$ cat src/rtl/grf_sb.sv
// General register file with two prioritised write-back ports, forwarding read
// ports and a per-register pending-write scoreboard for the hazard unit.
module grf_sb #(
    parameter int unsigned DATA_W = 32,
    parameter int unsigned ADDR_W = 5,
    parameter int unsigned NRD    = 2,
    parameter int unsigned PEND_W = 2
) (
    input  logic                    clk,
    input  logic                    reset,
    input  logic [NRD*ADDR_W-1:0]   rd_addr,
    output logic [NRD*DATA_W-1:0]   rd_data,
    output logic [NRD-1:0]          rd_busy,
    input  logic [1:0]              wr_en,
    input  logic [2*ADDR_W-1:0]     wr_addr,
    input  logic [2*DATA_W-1:0]     wr_data,
    input  logic [1:0]              wr_retire,
    input  logic                    iss_en,
    input  logic [ADDR_W-1:0]       iss_addr,
    output logic                    iss_ready,
    output logic [(2**ADDR_W)-1:0]  busy_vec,
    output logic                    sb_err
);

    localparam int unsigned DEPTH = 2**ADDR_W;
    localparam int unsigned PMAX  = 2**PEND_W - 1;
    localparam int unsigned CW    = PEND_W + 2;

    logic [DATA_W-1:0] mem     [DEPTH];
    logic [PEND_W-1:0] cnt     [DEPTH];
    logic [PEND_W-1:0] eff     [DEPTH];
    logic [PEND_W-1:0] cnt_nxt [DEPTH];
    logic [1:0]        ret_cnt [DEPTH];
    logic [CW-1:0]     sum     [DEPTH];
    logic [DEPTH-1:0]  uflow;
    logic [ADDR_W-1:0] wa [2];
    logic [DATA_W-1:0] wd [2];
    logic              iss_acc;

    // Unpack write-back ports
    always_comb begin
        for (int p = 0; p < 2; p++) begin
            wa[p] = wr_addr[p*ADDR_W +: ADDR_W];
            wd[p] = wr_data[p*DATA_W +: DATA_W];
        end
    end

    // Same-cycle retires per register and the count net of those retires
    always_comb begin
        for (int r = 0; r < DEPTH; r++) begin
            ret_cnt[r] = '0;
            if (r != 0) begin
                if (wr_retire[0] && wa[0] == ADDR_W'(r)) ret_cnt[r] = ret_cnt[r] + 2'd1;
                if (wr_retire[1] && wa[1] == ADDR_W'(r)) ret_cnt[r] = ret_cnt[r] + 2'd1;
            end
            eff[r] = (CW'(cnt[r]) > CW'(ret_cnt[r]))
                   ? PEND_W'(CW'(cnt[r]) - CW'(ret_cnt[r])) : '0;
        end
    end

    assign iss_ready = (iss_addr == '0) || (CW'(eff[iss_addr]) < CW'(PMAX));
    assign iss_acc   = iss_en && iss_ready && (iss_addr != '0);

    // Next counter values; an over-retire clamps at zero and flags an error
    always_comb begin
        uflow = '0;
        for (int r = 0; r < DEPTH; r++) begin
            sum[r] = CW'(cnt[r]) + CW'(iss_acc && (iss_addr == ADDR_W'(r)));
            if (sum[r] < CW'(ret_cnt[r])) begin
                cnt_nxt[r] = '0;
                uflow[r]   = 1'b1;
            end else begin
                cnt_nxt[r] = PEND_W'(sum[r] - CW'(ret_cnt[r]));
            end
        end
    end

    // Read ports: zero register, then port 1, port 0, array
    always_comb begin
        rd_data = '0;
        rd_busy = '0;
        for (int k = 0; k < NRD; k++) begin
            if (rd_addr[k*ADDR_W +: ADDR_W] != '0) begin
                if (wr_en[1] && wa[1] == rd_addr[k*ADDR_W +: ADDR_W])
                    rd_data[k*DATA_W +: DATA_W] = wd[1];
                else if (wr_en[0] && wa[0] == rd_addr[k*ADDR_W +: ADDR_W])
                    rd_data[k*DATA_W +: DATA_W] = wd[0];
                else
                    rd_data[k*DATA_W +: DATA_W] = mem[rd_addr[k*ADDR_W +: ADDR_W]];
                rd_busy[k] = (eff[rd_addr[k*ADDR_W +: ADDR_W]] != '0);
            end
        end
    end

    // Array, counters and error flag; port 1 written last so it wins
    always_ff @(posedge clk or posedge reset) begin
        if (reset) begin
            for (int r = 0; r < DEPTH; r++) begin
                mem[r] <= '0;
                cnt[r] <= '0;
            end
            busy_vec <= '0;
            sb_err   <= 1'b0;
        end else begin
            if (wr_en[0] && wa[0] != '0) mem[wa[0]] <= wd[0];
            if (wr_en[1] && wa[1] != '0) mem[wa[1]] <= wd[1];
            for (int r = 0; r < DEPTH; r++) begin
                cnt[r]      <= cnt_nxt[r];
                busy_vec[r] <= (cnt_nxt[r] != '0);
            end
            sb_err <= sb_err | (iss_en && !iss_ready) | (|uflow);
        end
    end

endmodule

$ cat config.mk
export PLATFORM = sky130hd
export DESIGN_NAME = grf_sb
export DESIGN_NICKNAME = d
export VERILOG_FILES = /design/src/rtl/grf_sb.sv
export SDC_FILE = /design/constraint.sdc
export NUM_CORES = 2
export LEC_CHECK = 0
export BUFFER_PORTS_ARGS = -buffer_cell sky130_fd_sc_hd__buf_2
export CAP_MARGIN = 10
export CORE_UTILIZATION = 55
export DETAILED_ROUTE_END_ITERATION = 12
export PLACE_DENSITY = 0.72
export SETUP_SLACK_MARGIN = 0.5
export SLEW_MARGIN = 0
export SYNTH_ARGS = -nofsm -noshare
export SYNTH_HDL_FRONTEND = slang
export SYNTH_SLANG_ARGS = --single-unit
$ cat constraint.sdc
create_clock -name clk -period 60 [get_ports clk]
set_input_delay 3 -clock clk [delete_from_list [all_inputs] [get_ports clk]]
set_output_delay 3 -clock clk [all_outputs]
set_load 0.01 [all_outputs]
==> out/qor.csv <==
metric,value,unit
status,finished clean,
clock_sinks,1121,
clock-root-buffer,clkbuf_16,
fp-row-count,134,
crit_fanout,57,
fin_crit_sh,19.6,%
vdd_ir_drop_max,0.0000269,V
yosys_most_used_dff,dfrtp_1,
wl_per_cell,33.3,um
synth.yosys.seq_area_share,37.6,%
cts_buffers,121,
nets,7123,
ys_seq_elements,1121,
grt_pass1_wl,417000,um
die_h,370,um
drt_wl_total,289000,um
fmax,0.0851,GHz
muxShareOfSynthArea,31.1,%
antenna_found_initial,39,
post_cts_buffers,0,
vias,62500,
via_per_inst,7.19,
syn_to_final_growth,7.56,%
drv_cap,0,
fin_skew,21.3,ps
power.net_switching,0.867,mW
cts_resized,0,
yosys_warnings,0,
switching_share,32.6,%
drive_above_1_share,17.2,%
worst_pin_slew,1350,ps
p_leak,36.1,nW
p_per_area,33.2,mW/mm^2
grt_start_max_net_pins,167,
synth-async-reset-ratio,100,%
syn_avg_cell_area,10.4,um^2
synthSimpleGateAreaFrac,9.49,%
ctsLongestPathBuffers,3,
synth_top_family_by_area,multiplexers,
die_x,370,um
start_util,55.6,%
drv_slew,0,
insertion_delay,750,ps
htree_levels,3,
cts_hold_buf,0,
path_class,input pin to output port,
synth_top_cell_by_area,dfrtp_1,
clk_pin_slew,60,ps
synth_top_area_share,37.6,%
dr.pass1.iters,10,
synthAdderAreaFrac,4.81,%
crit_required,57000,ps
rsz0062_at_grt,false,
maxSlewHeadroom,10.0,%
cp.arrival,8760,ps
dieArea,0.137,mm^2
portBuffers,195,
path_cells,"buf_8, buf_4, buf_4, buf_4, buf_4, mux4_2, mux4_2, a22oi_1, nand2_1, buf_2",
core_area,0.134,mm^2
max_stage_delay,970,ps
post-route-drc-count,0,
finalHoldViolCount,0,
period_minus_slack,11760,ps
postRouteAntennaNets,0,
drt_iter0_drc,10600,
dp.cells,8423,
intPower,1.80,mW
hold_ws,393,ps
setup_viol,0,
seqPwrFrac,41.8,%
worst_path_max_delay_cell,buf_4,
critical_path.most_common_cell,buf_4,
p_clk_share,31.0,%
mappedNetlistArea,0.0745,mm^2
cts_tree,yes,
place_hpwl,158000,um
combPwrFrac,27.2,%
final_cells,8683,
synth_edf_count,0,
synth_nets,7519,
track_usage,42.1,%
hp-class,flip-flop to flip-flop,
synth_xor_area_share,0.611,%
worst_setup_path_end_kind,output port,
grt_overflow,0,
min_path_cells,0,
synth-compound-area-share,11.0,%
syn_inst,7174,
worstSetupStartpointType,input pin,
grt_pass1_vias,59900,
reg2regPathDepth,18,
finalSetupTns,0,ps
routabilityCongestion,0.968,
ys_top_cells_by_area,"dfrtp_1 (38%), mux4_2 (16%), mux2i_1 (15%)",
yosysUniqueCellTypes,71,
ioPinCount,196,
## stage by stage
stage                     area [um^2]  power (mW)  utilization (%)  setup WS, ps
after CTS                       80100        2.64             59.8         48320
after detailed placement        75700        1.82             56.5         48350
after global routing            80100        2.76             59.8         47930
after floorplan                 74500        1.61                -         25430
after global placement          75700        1.79             56.5         48380
final                           80200        2.66             59.8         48240
## cells by family (layout without fill, tap and decap cells)
group           Yosys count  count (layout)
mux                    1638            1638
buf+inv                 974             687
simple gates           1649            1649
flops                  1121            1121
other cells               1              29
xor+xnor                 52              52
fa+ha+maj               249             249
compound gates         1490            1490
## cell type report
type / instances / area [um^2]
Fill cell: 10800 / 53800
Tap cell: 1768 / 2210
Clock inverter: 65 / 832
Timing Repair Buffer: 306 / 1910
Inverter: 149 / 569
Clock buffer: 167 / 3510
Antenna cell: 28 / 70.1
Sequential cell: 1121 / 28100
Multi-Input combinational cell: 5079 / 43000
## worst max-delay path: cells and delay by family
family | cells | cell delay, ps
AO/OA/AOI/OAI | 1 | 220
buffers and inverters | 6 | 3990
multiplexers | 2 | 1080
AND/OR/NAND/NOR | 1 | 160
## Yosys cell counts, types with 37 or more instances
cell type	count
o21ai_0	572
buf_1	93
mux2i_1	1098
buf_2	162
and2_1	40
fa_1	62
clkbuf_1	540
nand2_1	619
o221ai_1	37
mux4_2	540
a32oi_1	37
a21oi_1	657
o22ai_1	39
dfrtp_1	1121
nor2_1	697
nor3_1	56
ha_1	187
a22oi_1	58
or2_2	39
inv_1	147
## power by group through the flow
stage	sequential, mW	clock [mW]	combinational [mW]
final	1.11	0.825	0.725
after detailed placement	1.11	0	0.709
after global placement	1.10	0	0.684
after global routing	1.13	0.854	0.777
after CTS	1.11	0.825	0.711
after floorplan	1.07	0	0.530
## cells in the final DEF (no fill, tap or decap), types with 24 or more instances in the layout
cell type     n
a21oi_1     657
a22oi_1      58
a32oi_1      37
and2_1       40
buf_2       187
buf_4       111
clkbuf_16   122
clkbuf_8     29
clkinv_2     32
dfrtp_1    1121
diode_2      28
fa_1         62
ha_1        187
inv_1       146
mux2i_1    1098
mux4_2      540
nand2_1     591
nand2_4      25
nand2b_1     27
nor2_1      668
nor2_4       27
nor3_1       55
nor3b_1      24
o21ai_0     572
o221ai_1     37
o22ai_1      39
or2_2        38
xnor2_1      35
## routing by layer
layer  vias up  global-route usage (%)  wire length, um
li1      25100                       -                -
met1     30300                    53.1            98000
met2      5491                    58.4           118000
met3      1556                    17.9            48200
met4        38                    28.6            24700
met5         -                   0.140              338
## flip-flops by register name, summed over array words and instances (netlist names)
signal and cells:
busy_vec 32, cnt 64, mem 1024, sb_err 1
## path summary, 6_finish.rpt
check / to / start / slack [ps]
setup reg to reg: sb_err / cnt[20] / 54130
setup / recovery: rd_data[46] / rd_addr[5] / 48240
hold / removal: mem[1021] / mem[1021] / 390
hold reg to reg: mem[1021] / mem[1021] / 390
max in group asynchronous: mem[997] / reset / 54490
min in group asynchronous: mem[152] / reset / 2330
Power figures use the tool's default switching activity.
